File: config.mk
export PLATFORM = sky130hd
export DESIGN_NAME = cond_counter_p_flat
export DESIGN_NICKNAME = d
export VERILOG_FILES = /design/src/rtl/cond_counter_p_if.sv /design/src/rtl/cond_counter_p.sv /design/src/flat_wrapper.sv
export SDC_FILE = /design/constraint.sdc
export NUM_CORES = 1
export LEC_CHECK = 0
export CAP_MARGIN = 20
export CORE_AREA = 2 2 48 50
export CTS_BUF_LIST = sky130_fd_sc_hd__clkbuf_4 sky130_fd_sc_hd__clkbuf_8
export DETAILED_ROUTE_END_ITERATION = 10
export DIE_AREA = 0 0 50 52
export GPL_TIMING_DRIVEN = 0
export PLACE_DENSITY = 0.78
export SYNTH_ARGS = -nofsm -noshare
export SYNTH_HDL_FRONTEND = slang
export SYNTH_SLANG_ARGS = --single-unit
export TNS_END_PERCENT = 30
File: constraint.sdc
create_clock -name clk -period 1.9 [get_ports clk]
set_input_delay 0.19 -clock clk [delete_from_list [all_inputs] [get_ports clk]]
set_output_delay 0.19 -clock clk [all_outputs]
set_load 0.02 [all_outputs]
File: src/rtl/cond_counter_p_if.sv
// Bus bundle for cond_counter_p: operation request (en/S/datain) towards the counter
// and the registered counter status back out.
interface cond_counter_p_if #(
  parameter int WIDTH = 8
);
  // Handshake: en acts as the valid qualifier for S/datain. The counter is always ready,
  // so every cycle with en=1 at a rising clk edge is one accepted operation.
  logic             en;
  logic [1:0]       S;
  logic [WIDTH-1:0] datain;
  logic [WIDTH-1:0] dataout;
  logic             tc;
  logic             bflag;
  logic             dir;

  modport master (
    output en, S, datain,
    input  dataout, tc, bflag, dir
  );

  modport slave (
    input  en, S, datain,
    output dataout, tc, bflag, dir
  );
endinterface

File: src/rtl/cond_counter_p.sv
// Parametrised conditional up/down counter with wrap or saturate boundary handling,
// terminal-count pulse, sticky boundary flag and last-direction output.
module cond_counter_p #(
  parameter int WIDTH    = 8,
  parameter int MAX      = 255,
  parameter int STEP     = 1,
  parameter int SATURATE = 0
) (
  input logic             clk,
  input logic             reset,
  cond_counter_p_if.slave bus
);

  if (WIDTH < 2 || MAX < 1 || STEP < 1 || STEP > MAX ||
      (WIDTH < 31 && MAX > (1 << WIDTH) - 1)) begin : g_param_check
    $error("cond_counter_p: illegal WIDTH/MAX/STEP combination");
  end

  localparam logic [WIDTH:0]   MAX_X     = (WIDTH+1)'(MAX);
  localparam logic [WIDTH:0]   STEP_X    = (WIDTH+1)'(STEP);
  localparam logic [WIDTH-1:0] MAX_N     = WIDTH'(MAX);
  localparam logic [WIDTH-1:0] STEP_N    = WIDTH'(STEP);
  // MAX+1 may equal 2^WIDTH and truncate to 0; wrap results are exact in WIDTH bits anyway.
  localparam logic [WIDTH-1:0] MODULUS_N = WIDTH'(MAX + 1);

  logic [WIDTH-1:0] count_q, count_d;
  logic             tc_q, tc_d;
  logic             bflag_q, bflag_d;
  logic             dir_q, dir_d;
  logic [WIDTH:0]   up_sum;

  always_comb begin
    count_d = count_q;
    tc_d    = 1'b0;
    bflag_d = bflag_q;
    dir_d   = dir_q;
    up_sum  = {1'b0, count_q} + STEP_X;
    if (bus.en) begin
      case (bus.S)
        2'd0: begin
          count_d = '0;
          bflag_d = 1'b0;
        end
        2'd1: begin
          dir_d = 1'b1;
          if (up_sum > MAX_X) begin
            tc_d    = 1'b1;
            bflag_d = 1'b1;
            count_d = (SATURATE != 0) ? MAX_N : count_q + STEP_N - MODULUS_N;
          end else begin
            count_d = count_q + STEP_N;
          end
        end
        2'd2: begin
          dir_d = 1'b0;
          if ({1'b0, count_q} < STEP_X) begin
            tc_d    = 1'b1;
            bflag_d = 1'b1;
            count_d = (SATURATE != 0) ? '0 : count_q + MODULUS_N - STEP_N;
          end else begin
            count_d = count_q - STEP_N;
          end
        end
        default: begin
          count_d = ({1'b0, bus.datain} > MAX_X) ? MAX_N : bus.datain;
        end
      endcase
    end
  end

  always_ff @(posedge clk or negedge reset) begin
    if (!reset) begin
      count_q <= '0;
      tc_q    <= 1'b0;
      bflag_q <= 1'b0;
      dir_q   <= 1'b1;
    end else begin
      count_q <= count_d;
      tc_q    <= tc_d;
      bflag_q <= bflag_d;
      dir_q   <= dir_d;
    end
  end

  assign bus.dataout = count_q;
  assign bus.tc      = tc_q;
  assign bus.bflag   = bflag_q;
  assign bus.dir     = dir_q;

endmodule
File: src/flat_wrapper.sv
// flat-port wrapper written by rule: the top's interface ports become plain ports
module cond_counter_p_flat 
#(
  parameter int WIDTH    = 8,
  parameter int MAX      = 255,
  parameter int STEP     = 1,
  parameter int SATURATE = 0
)
  (clk, reset, bus_en, bus_S, bus_datain, bus_dataout, bus_tc, bus_bflag, bus_dir);
  cond_counter_p_if #(.WIDTH(WIDTH)) bus_i ();
  input logic clk;
  input logic reset;
  input wire logic [$bits(bus_i.en)-1:0] bus_en;
  input wire logic [$bits(bus_i.S)-1:0] bus_S;
  input wire logic [$bits(bus_i.datain)-1:0] bus_datain;
  output wire logic [$bits(bus_i.dataout)-1:0] bus_dataout;
  output wire logic [$bits(bus_i.tc)-1:0] bus_tc;
  output wire logic [$bits(bus_i.bflag)-1:0] bus_bflag;
  output wire logic [$bits(bus_i.dir)-1:0] bus_dir;
  assign bus_i.en = bus_en;
  assign bus_i.S = bus_S;
  assign bus_i.datain = bus_datain;
  assign bus_dataout = bus_i.dataout;
  assign bus_tc = bus_i.tc;
  assign bus_bflag = bus_i.bflag;
  assign bus_dir = bus_i.dir;
  cond_counter_p #(.WIDTH(WIDTH), .MAX(MAX), .STEP(STEP), .SATURATE(SATURATE)) u_core (.clk(clk), .reset(reset), .bus(bus_i));
endmodule
# Word-level counts from Yosys, hierarchy flattened
# Cells that the tools add are included.
# W data, S select, Z words.
dict set report word_totals {
  mem_bits_ro 0
  register_bits 11
  n_memories 0
  ram_bits 0
  latchBits 0
  elab_cells 27
}
dict set report op_classes {
  n_shift 0
  n_addsub 3
  n_mux 9
  reduce_logical 5
  n_bitwise 0
  n_div 0
  n_eq_ne 4
  magnitude_cmp 2
  n_mul 0
}
# op count
set op_table {}
lappend op_table {{$pmux W8 S3} 1}
lappend op_table {{$add A8 B1 Y9 const B} 1}
lappend op_table {{$gt A9 B8 Y1 const B} 1}
lappend op_table {{$add A8 B1 Y8 const B} 1}
lappend op_table {{$lt A8 B1 Y1 const B} 1}
lappend op_table {{$sub A8 B1 Y8 const B} 1}
lappend op_table {{$mux W1} 5}
lappend op_table {{$ne A2 B1 Y1 const B} 2}
lappend op_table {{$pmux W1 S2} 2}
lappend op_table {{$reduce_and A4 Y1} 1}
lappend op_table {{$pmux W1 S3} 1}
lappend op_table {{$reduce_bool A3 Y1} 1}
lappend op_table {{$eq A2 B1 Y1 const B} 1}
lappend op_table {{$eq A2 B2 Y1 const B} 1}
lappend op_table {{$logic_not A2 Y1} 1}
lappend op_table {{$reduce_and A2 Y1} 1}
lappend op_table {{$reduce_bool A2 Y1} 1}

# Logic depth before layout (Yosys ltp)
# Gate-level depths: netlist of the first run.
dict set report logic_depth {
  word_depth 5
  mapped_depth 8
  depth_no_buf 7
}

# Worst setup path after synthesis of the first run
# No wires, ideal clock.
dict set report synth_timing {
  path_kind {register to register}
  startpoint {register u_core.count_q[0], in the netlist u_core.bus.dataout[0]}
  endpoint {register u_core.count_q[2], in the netlist u_core.bus.dataout[2]}
  setup_slack_ps 254
  t_arrival_ps 1522
  path_stages_with_launch 8
  setup_time_ps 125
  t_required_ps 1775
  period_less_slack_ps 1646
  path_cell_list {dfrtp_1 buf_4 inv_1 ha_1 xor2_1 a22oi_1 o21ai_0 mux2_2}
}
dict set report synth_between {
  elab_chain_cells 2
  elab_cells_between_ends 3
  classes_between {2 x add/sub; 1 x mux}
}
# item line_no
set synth_rtl {}
lappend synth_rtl {{from (decl)} cond_counter_p.sv:26} ;# logic [WIDTH-1:0] count_q, count_d;
lappend synth_rtl {{from (signal assigned)} cond_counter_p.sv:78} ;# count_q <= count_d;
lappend synth_rtl {{$sub A8 B1 Y8 / $add A8 B1 Y8 (equally long branches)} n/a}
lappend synth_rtl {{$pmux W8 S3 *} cond_counter_p.sv:39} ;# case (bus.S)
# Mark *: on every way between the ends. The rest lies on a longest branch, timed or not.
# A chain may end at the register's enable or synchronous reset.

# Worst setup path after layout of the first run
dict set report layout_timing {
  startpoint {register u_core.count_q[1], in the netlist u_core.bus.dataout[1]}
  endpoint {register u_core.count_q[6], in the netlist u_core.bus.dataout[6]}
}
# Same word-level chain as after synthesis.

==> results.md, run 1 <==
* Outcome: completed
* Setup violators final at 0
* Top cells by area, synth: sky130_fd_sc_hd__dfrtp_1 (25%), sky130_fd_sc_hd__ha_1 (7.5%), sky130_fd_sc_hd__inv_1 (4.2%)
* Actual transition at the worst max-transition pin at 0.5597 ns
* Number of standard cells after synthesis at 118
* Global-route wire length before repair at 4222 um
* Number of gates given a new drive strength after cts at 0
* Net Count, Synth at 137
* Number of levels in the clock H-tree at 1
* Number of placed instances with taps included at 169
* Core Footprint at 2106 um^2
* Weighted congestion reported at the end of routability-driven placement at 0.8610
* Effective utilization at floorplan at 47.24%
* Top delay family on crit path: flip-flops
* Max VDD drop at 0.4762 mV
* Source-to-sink clock delay at the later pin of the worst-skew pair at 0.29 ns
* Worst-path cell with the longest stage delay: sky130_fd_sc_hd__dfrtp_1
* Max Cap Violations at 0
* Class of the most critical setup path: flop to flop
* Total count of hold-check failures in the final report at 0
* Row cnt at 17
* DPL Wire Length at 1866 um
* Max Fanout on Critical Path at 8
* Top-level port count at 24
* Clk sink count at 11
* Max Root-Sink Buffers at 2
* # hold bufs at CTS at 0
* Critical path startpoint category: flop
* Number of vias per cell after detailed routing at 5.653
* Number of routed nets with antenna violations at 0
* RSZ-0062 raised after global routing: false
* Clock root buffer master: sky130_fd_sc_hd__clkbuf_4
* Drt first pass iters at 4
* Layout net count at 165
* Die span in x at 50 um
* Worst hold slack after final layout at 0.2536 ns
* Data required time of the worst path at 2.06 ns
* Tmin final at 1.698 ns
* Fin crit share at 89.35%
* Largest area contributor in the netlist: sky130_fd_sc_hd__dfrtp_1
* Critical path endpoint category: flop
* Number of flops mapped to enable cells by yosys at 0
* Worst slew slack as a fraction of its limit at 62.57%
* Critical Path AT at 1.86 ns
* Die ar. at 2600 um^2
* I/O Buffers at 23
* Buffers plus inverters on the worst setup path at 0
* Most used flip-flop cell after synthesis: sky130_fd_sc_hd__dfrtp_1
* Per-instance average area after synthesis at 8.430 um^2
* Congestion Overflow GR at 0
* Area added between synthesis and finish at 29.69%
* DR vias at 978
* Global Route Usage Sum at 22.09%
* Post-synthesis cell type count at 43
* Post-synthesis register bit count at 11
* Setup TNS at 0 ns
* Clk pin slew, worst setup/hold paths at 0.08 ns
* Achievable clock frequency at 0.5891 GHz
* Post-route insts no fill at 173
* Async S/R FF share, synth at 100.0%
* Antenna violations before repair at 0
* Y dimension of the die at 52 um
* Worst Clk Skew at 0.006101 ns
* Area share of the largest cell type after synthesis at 25.16%
* Ys Warns at 0
* Total routed wirelength at 2563 um
* Residual DRC at 0
* TritonCTS clock tree: built
* Chain of cells forming the critical path: ha_1, nand3_1, nor3_2, mux2i_1, o22a_1, o21ai_1
* Number of pins with negative max-slew slack in the final report at 0
* Synthesized area at 994.7 um^2
* Wire length per cell after detailed routing at 14.82 um
* Largest stage delay on the critical path at 0.53 ns
* Post-CTS repair timing setup buffer count at 0
* Post-route total power at 998.7 uW
* Final core utilization at 61.26%
* Power per standard cell area at 774.2 nW/um^2
* Number of global-route vias before repair at 926
* Leakage power at 0.0005344 uW
* Proportion of layout cells with a drive suffix above 1 at 16.55%
* Maximum number of pins on one net before global-route repair at 12
* Number of buffers inserted during clock tree synthesis at 3
* Type of the tightest min-delay check: primary input to asynchronous set/reset pin
* Proportion of synthesized chip area in sequential cells at 27.80%
* Initial DRC Count at 18
* Diodes inserted at 0
## flip-flops by register name, indices dropped and copies added (netlist names)
register            flops
u_core.bus.dataout      8
u_core.bus.bflag        1
u_core.bus.dir          1
u_core.bus.tc           1
## cell usage after synthesis (all sizes together), types with 2 or more instances
| master | number |
|---|---|
| inv | 12 |
| nand2 | 11 |
| dfrtp | 10 |
| nor2 | 9 |
| o21ai | 9 |
| buf | 7 |
| nand3 | 7 |
| ha | 6 |
| a21oi | 5 |
| a22oi | 4 |
| mux2i | 4 |
| xnor2 | 4 |
| nand4 | 3 |
| nor3 | 3 |
| o221ai | 3 |
| a221oi | 2 |
| a31oi | 2 |
| clkbuf | 2 |
| nor2b | 2 |
| o22ai | 2 |
| xor2 | 2 |
## layout make-up
class / instances / area [um^2]
plain buffers: 9 / 56.30
clock buffers: 4 / 30.03
fillers: 188 / 815.8
inverters: 12 / 45.04
multi-input cells: 86 / 616.8
flip-flops and latches: 11 / 276.5
well taps: 28 / 35.03
repair buffers: 23 / 230.2
## worst paths after layout
path | end | startpoint | cells after the start | slack (ns)
max | u_core.bus.dataout[6] | u_core.bus.dataout[1] | 6 | 0.20
max in group asynchronous | u_core.bus.dir | reset | 1 | 1.27
min reg2reg | u_core.bus.dir | u_core.bus.dir | 2 | 0.49
max reg2reg | u_core.bus.dataout[6] | u_core.bus.dataout[1] | 6 | 0.20
min | u_core.bus.dataout[4] | reset | 1 | 0.25
min in group clk | u_core.bus.dir | u_core.bus.dir | 2 | 0.49
## per-layer routing
| layer | share of wire [%] | wire [um] | GRT usage, % | up-vias |
|---|---|---|---|---|
| li1 | - | - | - | 464 |
| met1 | 45 | 1145 | 26.65 | 485 |
| met2 | 49 | 1262 | 37.94 | 24 |
| met3 | 4.4 | 113 | 4.310 | 5 |
| met4 | 1.6 | 41 | 9.722 | 0 |
| met5 | 0 | 0 | 0 | - |
## metrics by stage
step / setup WS (ns) / instance area, um^2
floorplan: 0.2536 / 994.7
global placement: -0.01750 / 1260
detailed placement: -0.06274 / 1260
CTS: 0.1812 / 1290
global route: 0.06737 / 1290
finish: 0.2024 / 1290
## cell usage in the layout (no fill, tap or decap), types with 3 or more instances in the layout
master and count:
sky130_fd_sc_hd__clkbuf_4 4, sky130_fd_sc_hd__a21oi_1 4, sky130_fd_sc_hd__buf_2 3, sky130_fd_sc_hd__inv_1 11, sky130_fd_sc_hd__nor2_1 7, sky130_fd_sc_hd__xnor2_1 4
sky130_fd_sc_hd__clkdlybuf4s50_1 23, sky130_fd_sc_hd__a22oi_1 4, sky130_fd_sc_hd__nand2_1 11, sky130_fd_sc_hd__ha_1 6, sky130_fd_sc_hd__o21ai_0 8, sky130_fd_sc_hd__nand3_1 6
sky130_fd_sc_hd__dfrtp_1 10, sky130_fd_sc_hd__mux2i_1 4
## where the power goes
| part | switching, uW | internal (uW) | leakage [uW] | total, uW |
|---|---|---|---|---|
| clock | 97.9 | 96.1 | 0.0000184 | 194 |
| combinational | 254 | 224 | 0.000378 | 478 |
| sequential | 51.4 | 276 | 0.000138 | 327 |
| total | 403 | 596 | 0.000534 | 999 |
## cell families after synthesis
logic type,synth area share (%)
multiplexers,5.157
buffers and inverters,10.19
flip-flops,27.80
AO/OA/AOI/OAI,21.76
XOR/XNOR,6.038
adder cells (fa/ha/maj),7.547
AND/OR/NAND/NOR,21.51
Note: power is estimated with default switching activity, not from simulation.
==> run 2, diff against run 1 <==
--- a/config.mk
+++ b/config.mk
@@ -12,6 +12,7 @@
 export DIE_AREA = 0 0 50 52
 export GPL_TIMING_DRIVEN = 0
 export PLACE_DENSITY = 0.78
+export SLEW_MARGIN = 20
 export SYNTH_ARGS = -nofsm -noshare
 export SYNTH_HDL_FRONTEND = slang
 export SYNTH_SLANG_ARGS = --single-unit
==> results of run 2 <==
The final DEF is identical to that of run 1; final timing and power are the same.
==> RTL edit, RTL diff (settings of run 1) <==
`SATURATE` is set to 0 in 2 places; all go to 1.
--- a/src/rtl/cond_counter_p.sv
+++ b/src/rtl/cond_counter_p.sv
@@ -4,7 +4,7 @@
   parameter int WIDTH    = 8,
   parameter int MAX      = 255,
   parameter int STEP     = 1,
-  parameter int SATURATE = 0
+  parameter int SATURATE = 1
 ) (
   input logic             clk,
   input logic             reset,
--- a/src/flat_wrapper.sv
+++ b/src/flat_wrapper.sv
@@ -4,7 +4,7 @@
   parameter int WIDTH    = 8,
   parameter int MAX      = 255,
   parameter int STEP     = 1,
-  parameter int SATURATE = 0
+  parameter int SATURATE = 1
 )
   (clk, reset, bus_en, bus_S, bus_datain, bus_dataout, bus_tc, bus_bflag, bus_dir);
   cond_counter_p_if #(.WIDTH(WIDTH)) bus_i ();
Formal check against the unedited RTL: not equivalent (a bounded check fails within 4 cycles, from zero or initial values and one cycle with reset low).
==> RTL edit against run 1 <==
The flow now finishes with violations (negative setup slack); area after synthesis increased by 4.0%; sequential cell count unchanged; critical path depth unchanged; wire length increased by 17%; worst hold slack got worse by 0.015 ns; final area increased by 12%; setup slack got worse by 0.30 ns; total power increased by 2.0%; critical path type unchanged.
==> RTL edit: results <==
metrics = {
    "routing": {
        "routedWlPerCell_um": 16.3,
        "wirelength_um": 3010,
        "wl_met1_um": 1240,
        "route.met2.wl_um": 1380,
    },
    "layout": {
        "nNonClkBuffers": 37,
        "buffer_area_share_pct": 21.9,
        "multi_input_cells": 97,
        "register_area_um2": 279,
        "layout.nets": 176,
        "fill_cells": 163,
        "inverters_excl_clock": 7,
        "clkbuf_count": 3,
    },
    "sta": {
        "slew_headroom_pct": 64.6,
        "whs_ns": 0.238,
        "setup_slack_ns": -0.0969,
        "tns_ns": -0.104,
        "setup_violations": 2,
        "skew_ns": 0.0185,
    },
    "status": {
        "run_status": "finished with violations",
        "violations": "negative setup slack",
    },
    "synth": {
        "synthMuxAreaShare_pct": 2.90,
        "synth_commonest_cells": "dfrtp_1 (10), nor2_1 (10), o21ai_0 (10)",
    },
    "placed_design": {
        "preCtsSetupSlack_ns": -0.267,
        "dpl_cell_area_um2": 1310,
    },
    "critical_path": {
        "arrival_ns": 2.14,
    },
    "grt": {
        "gr-usage-met2_pct": 38.8,
        "use_met1_pct": 30.5,
    },
}
-- RTL edit: cell count changes after synthesis, sizes merged, moves of 3 or more --
cell           run 1  this run
a22oi              4         1
inv               12         7
nand2             11         7
nand2b             1         4
nand3b             0         5
o211ai             0         3
-- RTL edit: worst max-delay path: cells and delay by family (launching register included) --
kind / cells / cell delay [ns]
AND/OR/NAND/NOR: 2 / 0.64
buffers and inverters: 2 / 0.29
AO/OA/AOI/OAI: 2 / 0.50
flip-flops: 1 / 0.42
-- RTL edit: cell families after synthesis --
group,count (synthesis)
simple gates,45
compound gates,39
buf+inv,15
flops,11
fa+ha+maj,6
xor+xnor,4
mux,3
-- RTL edit: power breakdown --
part           total [mW]  switching [mW]  internal, mW
Sequential          0.315          0.0405         0.274
Combinational       0.530           0.290         0.240
Clock               0.174          0.0957        0.0782
Total                1.02           0.427         0.593
-- RTL edit: timing repair --
action                                  4_1_cts  5_1_grt
resized for setup                             7        6
pin swaps                                     3        1
setup buffers                                 4        2
endpoints found under the setup margin        8        9
